## src/rtl/weight_stream_tx.sv

```systemverilog
// Streams row-vector weight beats onto the north edge of a systolic array,
// then walks a one-hot switch pulse down the west edge so that each PE row flips its weight bank.
module weight_stream_tx #(
    parameter int SYSTOLIC_ARRAY_WIDTH = 16,
    parameter int DATA_WIDTH_IN        = 8,
    localparam int IW                  = $clog2(SYSTOLIC_ARRAY_WIDTH)
) (
    input  logic                                        clk,
    input  logic                                        rst,
    input  logic                                        wr_valid,
    output logic                                        wr_ready,
    input  logic [IW-1:0]                               wr_row,
    input  logic [SYSTOLIC_ARRAY_WIDTH*DATA_WIDTH_IN-1:0] wr_data,
    input  logic                                        wr_last,
    input  logic [SYSTOLIC_ARRAY_WIDTH-1:0]             col_enable,
    output logic [SYSTOLIC_ARRAY_WIDTH*DATA_WIDTH_IN-1:0] w_weight_out,
    output logic [SYSTOLIC_ARRAY_WIDTH*IW-1:0]          w_index_out,
    output logic [SYSTOLIC_ARRAY_WIDTH-1:0]             w_accept_out,
    output logic [SYSTOLIC_ARRAY_WIDTH-1:0]             sw_switch_out,
    output logic                                        busy,
    output logic                                        done,
    output logic                                        err
);

    localparam int N  = SYSTOLIC_ARRAY_WIDTH;
    localparam int W  = DATA_WIDTH_IN;
    localparam int CW = $clog2(N + 1);
    localparam logic [IW:0]   N_ROWS   = (IW + 1)'(N);
    localparam logic [CW-1:0] LAST_ROW = CW'(N - 1);

    typedef enum logic [1:0] {IDLE, LOAD, DRAIN, SWITCH} state_e;

    state_e            state_q, state_d;
    logic [CW-1:0]     cnt_q, cnt_d;
    logic              err_q, err_d;
    logic [N*W-1:0]    weight_q, weight_d;
    logic [N*IW-1:0]   index_q, index_d;
    logic [N-1:0]      accept_q, accept_d;
    logic              beat;
    logic              row_ok;

    assign wr_ready = !rst && (state_q == IDLE || state_q == LOAD);
    assign beat     = wr_valid && wr_ready;
    assign row_ok   = {1'b0, wr_row} < N_ROWS;

    // NOTE: every always_comb output gets a default first so no path can leave it unassigned (no latch).
    always_comb begin
        state_d = state_q;
        cnt_d   = cnt_q;
        unique case (state_q)
            IDLE, LOAD: begin
                if (beat) state_d = wr_last ? DRAIN : LOAD;
            end
            DRAIN: begin
                state_d = SWITCH;
                cnt_d   = '0;
            end
            SWITCH: begin
                if (cnt_q == LAST_ROW) state_d = IDLE;
                else                   cnt_d   = cnt_q + 1'b1;
            end
            default: state_d = IDLE;
        endcase
    end

    // An out-of-range row is consumed but turns into a bubble on every column.
    always_comb begin
        weight_d = '0;
        index_d  = '0;
        accept_d = '0;
        err_d    = err_q | (beat && !row_ok);
        if (beat && row_ok) begin
            for (int c = 0; c < N; c++) begin
                if (col_enable[c]) begin
                    accept_d[c]            = 1'b1;
                    weight_d[c*W +: W]     = wr_data[c*W +: W];
                    index_d[c*IW +: IW]    = wr_row;
                end
            end
        end
    end

    // NOTE: sequential state uses non-blocking assignments so every register samples pre-edge values.
    always_ff @(posedge clk) begin
        if (rst) begin
            state_q  <= IDLE;
            cnt_q    <= '0;
            err_q    <= 1'b0;
            weight_q <= '0;
            index_q  <= '0;
            accept_q <= '0;
        end else begin
            state_q  <= state_d;
            cnt_q    <= cnt_d;
            err_q    <= err_d;
            weight_q <= weight_d;
            index_q  <= index_d;
            accept_q <= accept_d;
        end
    end

    // NOTE: outputs are masked by rst so they drop in the same cycle rst rises, not one edge later.
    assign w_weight_out = rst ? '0 : weight_q;
    assign w_index_out  = rst ? '0 : index_q;
    assign w_accept_out = rst ? '0 : accept_q;
    assign busy         = !rst && (state_q != IDLE);
    assign done         = !rst && (state_q == SWITCH) && (cnt_q == LAST_ROW);
    assign err          = !rst && err_q;

    // One-hot walk: row r switches in the r-th SWITCH cycle, after its weights have already passed.
    always_comb begin
        sw_switch_out = '0;
        if (!rst && state_q == SWITCH) sw_switch_out = N'(1) << cnt_q;
    end

endmodule

```

## config.mk

```make
export PLATFORM = sky130hd
export DESIGN_NAME = weight_stream_tx
export DESIGN_NICKNAME = d
export VERILOG_FILES = /design/src/rtl/weight_stream_tx.sv
export SDC_FILE = /design/constraint.sdc
export NUM_CORES = 1
export LEC_CHECK = 0
export ABC_CLOCK_PERIOD_IN_PS = 2000
export CORE_MARGIN = 4
export CORE_UTILIZATION = 23
export DETAILED_ROUTE_END_ITERATION = 16
export PLACE_DENSITY = 0.47
export SLEW_MARGIN = 20
export SYNTH_ARGS = -nofsm -noshare
export SYNTH_HDL_FRONTEND = slang
export SYNTH_SLANG_ARGS = --single-unit
```

## constraint.sdc

```tcl
create_clock -name clk -period 2 [get_ports clk]
set_input_delay 0.3 -clock clk [delete_from_list [all_inputs] [get_ports clk]]
set_output_delay 0.3 -clock clk [all_outputs]
set_load 0.05 [all_outputs]
```

==> results.py, run 1 <==
metrics = {
    "floorplan": {
        "start_util_pct": 23.3,
        "rows": 67,
        "core_area_um2": 33500,
        "ios": 380,
        "die_w_um": 192,
        "die_area_um2": 36900,
        "die_h_um": 192,
    },
    "placed_design": {
        "place.gp.congestion": 0.742,
        "dp.cells": 1535,
        "dp_hpwl_mm": 19.5,
        "placement.io_buffers": 378,
        "pre_cts_ws_ps": 225,
    },
    "critical_path": {
        "reg2reg_from": "cnt_q[1]",
        "cpMaxStageDelayCell": "dfxtp_2",
        "worstPathCellList": "ha_4 -> and3_4 -> ha_4 -> nor3b_4 -> buf_12",
        "end_kind": "primary output",
        "path_class": "flip-flop to primary output",
        "reg2reg_setup_slack_ps": 300,
        "crit_path_max_incr_delay_ps": 350,
        "cp-endpoint": "done",
        "cp.arrival_ps": 1720,
        "critPathMaxFanout": 2,
        "r2r_end": "cnt_q[3]",
        "worst_setup_path_start_kind": "flip-flop",
        "crit_family": "simple AND/OR/NAND/NOR gates",
        "cp_num_cells": 5,
        "required_ps": 1700,
        "reg2reg_depth": 7,
        "crit_start": "cnt_q[0]",
        "crit_buf_inv": 1,
        "cpMostUsedCell": "ha_4",
    },
    "routing": {
        "vias": 6569,
        "wl_mm": 28.2,
        "firstDrtPassIters": 4,
        "route.detailed.drc": 0,
        "via_per_inst": 4.12,
        "initialDrtViolationCount": 190,
        "ant_nets": 0,
        "routedWlPerCell_um": 17.7,
    },
    "sta": {
        "slew_viol_final": 0,
        "fin_skew_ps": 7.80,
        "min_period_ps": 2020,
        "hold_viol": 0,
        "tightest_slew_ps": 624,
        "fmax_ghz": 0.495,
        "setup_violations": 4,
        "fin_ws_ps": -19.5,
        "fin_hold_ws_ps": 71.6,
        "period_share_pct": 101,
        "relSlewSlack_pct": 58.2,
        "rsz0062_at_grt": "true",
    },
    "outcome": {
        "status": "finished, violations left",
        "violations": "setup timing",
    },
    "cts": {
        "clk_pin_slew_ps": 60,
        "numCtsBuffers": 27,
        "cts_tree": "yes",
        "h-tree-depth": 1,
        "clk_latency_ps": 540,
        "clock-sinks": 215,
        "cts-hold-fix-buffers": 0,
        "cts_root_buffer": "clkbuf_16",
        "clockBufferDepth": 3,
    },
    "grt": {
        "antenna_found_initial": 1,
        "gr-total-overflow": 0,
        "grt_util_all_layers_pct": 14.2,
        "grt_pass1_vias": 6637,
        "grt_pass1_wl_mm": 41.0,
        "grt_max_degree": 89,
    },
    "finish": {
        "final_util_pct": 38.1,
        "multi_input_comb_area_um2": 3200,
        "fillers": 3409,
        "regArea_um2": 4320,
        "drive_gt1_share_pct": 29.4,
        "diodes": 0,
        "fin_cells": 1596,
        "area_growth_pct": 63.6,
        "layout.nets": 1286,
    },
    "logic_synthesis": {
        "yosysUniqueCellTypes": 31,
        "netlist_area_um2": 7800,
        "synth_edf_count": 0,
        "yosysMostFrequentCell": "and3_1",
        "yosys_warnings": 0,
        "ys_seq_area_share_pct": 55.2,
        "syn_inst": 762,
        "netlist_top_cells_count": "221 x and3_1, 215 x dfxtp_1, 210 x nor2b_1, 35 x clkbuf_1, 20 x buf_6",
        "syn_nets": 921,
        "synthTopCellsByArea": "dfxtp_1 55%, and3_1 18%, nor2b_1 17%",
        "synth_top_area_share_pct": 55.2,
        "syn-mean-instance-area_um2": 10.2,
        "synthArstFlopShare_pct": 0,
        "synth_top_cell_by_area": "dfxtp_1",
        "synth_flop_cell": "dfxtp_1",
        "synth_seq_cells": 215,
    },
    "hold_path": {
        "hp-class": "input pin to flip-flop",
    },
    "power_and_ir_drop": {
        "peakVddDrop_v": 0.000659,
        "p_per_area_nw_per_um2": 815,
        "power.leakage_nw": 6.12,
        "power_mw": 10.4,
    },
    "run": {
        "maxCapViolCount": 0,
    },
}
==> registers in the layout (all words and copies together), names as in the netlist <==
register,cells
accept_q,16
cnt_q,5
index_q,64
state_q,2
weight_q,128
==> metrics by stage <==
step	instance area, µm²	TNS, ps
final	12800	-34.2
after floorplan	7810	0
after CTS	12700	-1240
after detailed placement	11600	0
after global placement	11600	0
after global routing	12800	-748
==> what timing repair did <==
item / CTS / global route
pin swaps: 7 / 12
resized for setup: 35 / 15
setup buffers: 9 / 2
endpoints found under the setup margin: 17 / 18
==> kinds of logic after synthesis <==
logic type / share of synthesized area (%)
AO/OA/AOI/OAI: 1.14
flip-flops: 55.2
adder cells (fa/ha/maj): 1.12
buffers and inverters: 5.90
other: 0.0481
multiplexers: 0.128
AND/OR/NAND/NOR: 36.5
==> cell type report <==
class	count	area share, %
Clock buffer	43	6.39
Clock inverter	7	0.647
Inverter	5	0.176
Multi-Input combinational cell	471	25.1
Sequential cell	215	33.9
Tap cell	448	4.39
Timing Repair Buffer	407	29.4
==> worst min-delay path by stage <==
stage                         from     endpoint  cells after the start
global placement        state_q[1]     cnt_q[3]                      2
detailed placement      state_q[1]     cnt_q[3]                      2
finish                         rst     cnt_q[4]                      2
floorplan           col_enable[11]  index_q[47]                      1
CTS                            rst     cnt_q[4]                      2
global route                   rst     cnt_q[4]                      2
==> power by group <==
part,switching [mW],internal [mW]
Sequential,0.0266,4.40
Clock,1.90,2.93
Combinational,0.634,0.513
==> placed cells by master, fill, tap and decap left out, drive strengths merged, types with 2 or more instances in the layout <==
cell,n
a21oi,2
clkinv,2
dfxtp,215
and2,5
and3,221
a22oi,2
nor2b,210
ha,7
a31oi,2
clkdlybuf4s50,150
clkinvlp,4
buf,257
clkbuf,43
inv,5
o32ai,3
nor2,5
==> layer usage <==
| metal | vias up | track usage (%) | part of all wire, % |
|---|---|---|---|
| li1 | 3233 | - | - |
| met1 | 3039 | 16.9 | 40 |
| met2 | 262 | 24.4 | 48 |
| met3 | 33 | 5.45 | 10 |
| met4 | 2 | 3.15 | 1.8 |
| met5 | - | 0 | 0.046 |
==> worst register-to-register path, delay by kind of cell, from the launching register on <==
kind | cells | cell delay, ps
simple gates | 3 | 700
flops | 1 | 350
fa+ha+maj | 2 | 300
compound gates | 1 | 150
buf+inv | 1 | 130
Note: power is estimated with default switching activity, not from simulation.
==> run 2, diff against run 1 <==
MAX_ROUTING_LAYER = met4   (was not set)
==> run 2 against run 1 <==
  * The flow still finishes with violations (setup timing)
  * Setup slack lost 1.5 ps
  * First-iteration DRC count shrank 8.9%
  * Clock-buffer cell count is the same
  * Clock skew grew 0.90 ps
  * Critical endpoint unchanged
  * Highest routed layer is now met4
==> results.py, run 2 (same netlist as run 1, synthesis figures left out) <==
metrics = {
    "outcome": {
        "status": "finished, violations left",
        "violations": "setup timing",
    },
    "hold_path": {
        "hp-class": "input pin to flip-flop",
        "whs_path_depth": 2,
        "hold_end": "cnt_q[4]",
        "min_from": "rst",
    },
    "power_and_ir_drop": {
        "p_per_area_nw_per_um2": 814,
        "p_comb_share_pct": 11.0,
        "power.leakage_nw": 6.12,
        "switching_power_mw": 2.56,
        "intPower_mw": 7.84,
        "pwr-share-seq_pct": 42.5,
        "netSwitchingFraction_pct": 24.6,
        "peakVddDrop_v": 0.000659,
        "clkPwrFrac_pct": 46.4,
    },
    "run": {
        "maxCapViolCount": 0,
    },
    "sta": {
        "relSlewSlack_pct": 59.2,
        "min_period_ps": 2020,
        "period_share_pct": 101,
        "fin_hold_ws_ps": 70.8,
        "fin_skew_ps": 8.70,
        "hold_viol": 0,
        "rsz0062_at_grt": "true",
        "fin_ws_ps": -21.0,
        "slew_viol_final": 0,
        "fmax_ghz": 0.495,
        "setup_violations": 3,
        "tightest_slew_ps": 610,
    },
    "critical_path": {
        "worstPathCellList": "ha_4 -> and3_4 -> ha_4 -> nor3b_4 -> buf_12",
        "reg2reg_setup_slack_ps": 300,
        "path_class": "flip-flop to primary output",
        "reg2reg_depth": 7,
        "cp.arrival_ps": 1720,
        "r2r_end": "cnt_q[3]",
        "crit_path_max_incr_delay_ps": 350,
        "worst_setup_path_start_kind": "flip-flop",
        "reg2reg_from": "cnt_q[1]",
        "cpMostUsedCell": "ha_4",
        "critPathMaxFanout": 2,
        "cpMaxStageDelayCell": "dfxtp_2",
        "end_kind": "primary output",
        "required_ps": 1700,
    },
    "cts": {
        "h-tree-depth": 1,
        "numCtsBuffers": 27,
        "clockBufferDepth": 3,
        "clk_pin_slew_ps": 60,
        "clk_latency_ps": 540,
        "cts_root_buffer": "clkbuf_16",
        "cts_tree": "yes",
        "clock-sinks": 215,
    },
    "finish": {
        "largest_reg_flops": 128,
        "fillers": 3408,
        "fin_cells": 1597,
        "layout.nets": 1286,
        "top_regs": "weight_q (128), index_q (64), accept_q (16)",
        "final_cell_mix": "228 x buf_4, 210 x nor2b_1, 208 x and3_1, 208 x dfxtp_1, 150 x clkdlybuf4s50_1",
        "largest_register": "weight_q",
        "drive_gt1_share_pct": 29.4,
        "mostFrequentLayoutCell": "buf_4",
        "area_growth_pct": 63.7,
    },
    "grt": {
        "grt_pass1_vias": 6689,
        "grt_util_all_layers_pct": 14.6,
        "grt_max_degree": 89,
        "grt_pass1_wl_mm": 40.8,
        "gr-total-overflow": 0,
        "antenna_found_initial": 1,
    },
    "floorplan": {
        "start_util_pct": 23.3,
        "core_area_um2": 33500,
        "die_area_um2": 36900,
        "die_w_um": 192,
        "die_h_um": 192,
        "rows": 67,
        "ios": 380,
    },
    "routing": {
        "ant_nets": 0,
        "wl_mm": 28.2,
        "firstDrtPassIters": 4,
        "routedWlPerCell_um": 17.7,
        "via_per_inst": 4.12,
        "route.detailed.drc": 0,
        "vias": 6578,
        "initialDrtViolationCount": 173,
    },
    "placed_design": {
        "dp_hpwl_mm": 19.5,
        "dp.cells": 1535,
        "place.gp.congestion": 0.752,
        "placement.io_buffers": 378,
    },
}
-- run 2: through the flow --
| stage | total power, mW | setup TNS [ps] | utilization [%] | worst slack [ps] | cell area [µm²] |
|---|---|---|---|---|---|
| after floorplan | 5.11 | 0 | - | 105 | 7810 |
| after global placement | 5.66 | 0 | 34.5 | 246 | 11600 |
| after detailed placement | 5.66 | 0 | 34.5 | 225 | 11600 |
| after CTS | 10.6 | -1240 | 37.8 | -80.4 | 12700 |
| after global routing | 10.8 | -758 | 38.1 | -83.0 | 12800 |
| final | 10.4 | -28.2 | 38.1 | -21.0 | 12800 |
-- run 2: what timing repair did --
item / in CTS / in global routing
setup endpoints to repair: 17 / 18
hold buffers: 0 / 0
setup buffers: 9 / 2
pin swaps: 7 / 12
hold endpoints to repair: 0 / 0
resized for setup: 35 / 15
-- run 2: worst max-delay path, delay by kind of cell (launching register included) --
kind	cells	cell delay, ps
flip-flops	1	350
AND/OR/NAND/NOR	2	410
adder cells (fa/ha/maj)	2	250
buffers and inverters	1	170
-- run 2: layout make-up --
| class | count | area [µm²] | area share [%] |
|---|---|---|---|
| Clock inverter | 7 | 82.6 | 0.647 |
| Antenna cell | 1 | 2.50 | 0.0196 |
| Multi-Input combinational cell | 471 | 3200 | 25.1 |
| Inverter | 5 | 22.5 | 0.176 |
| Clock buffer | 43 | 816 | 6.39 |
| Sequential cell | 215 | 4320 | 33.9 |
| Timing Repair Buffer | 407 | 3760 | 29.4 |
| Tap cell | 448 | 561 | 4.39 |
-- run 2: power by group through the flow --
stage / Clock (mW) / Sequential (mW) / Combinational (mW)
final: 4.83 / 4.42 / 1.15
after global routing: 5.18 / 4.43 / 1.23
after CTS: 5.02 / 4.43 / 1.16
after global placement: 0 / 4.52 / 1.14
after floorplan: 0 / 4.51 / 0.598
after detailed placement: 0 / 4.52 / 1.14
-- run 2: worst max path at each step --
stage | start | to | slack [ps] | depth (start not counted)
after global placement | state_q[0] | sw_switch_out[9] | 250 | 4
after global routing | cnt_q[0] | done | -80 | 5
final | cnt_q[0] | done | -20 | 5
after floorplan | cnt_q[1] | done | 100 | 5
after detailed placement | state_q[0] | sw_switch_out[14] | 230 | 4
after CTS | state_q[1] | sw_switch_out[2] | -80 | 5
-- run 2: routing by layer --
metal  track usage [%]  wire (µm)
met4              3.15        499
met3              4.87       2730
met5                 -          0
met2              24.5      13600
met1              17.2      11400
==> run 3, diff against run 2 <==
SLEW_MARGIN = 25   (was 20)
==> results of run 3 <==
No change in the layout: final DEF, timing and power equal those of run 2.
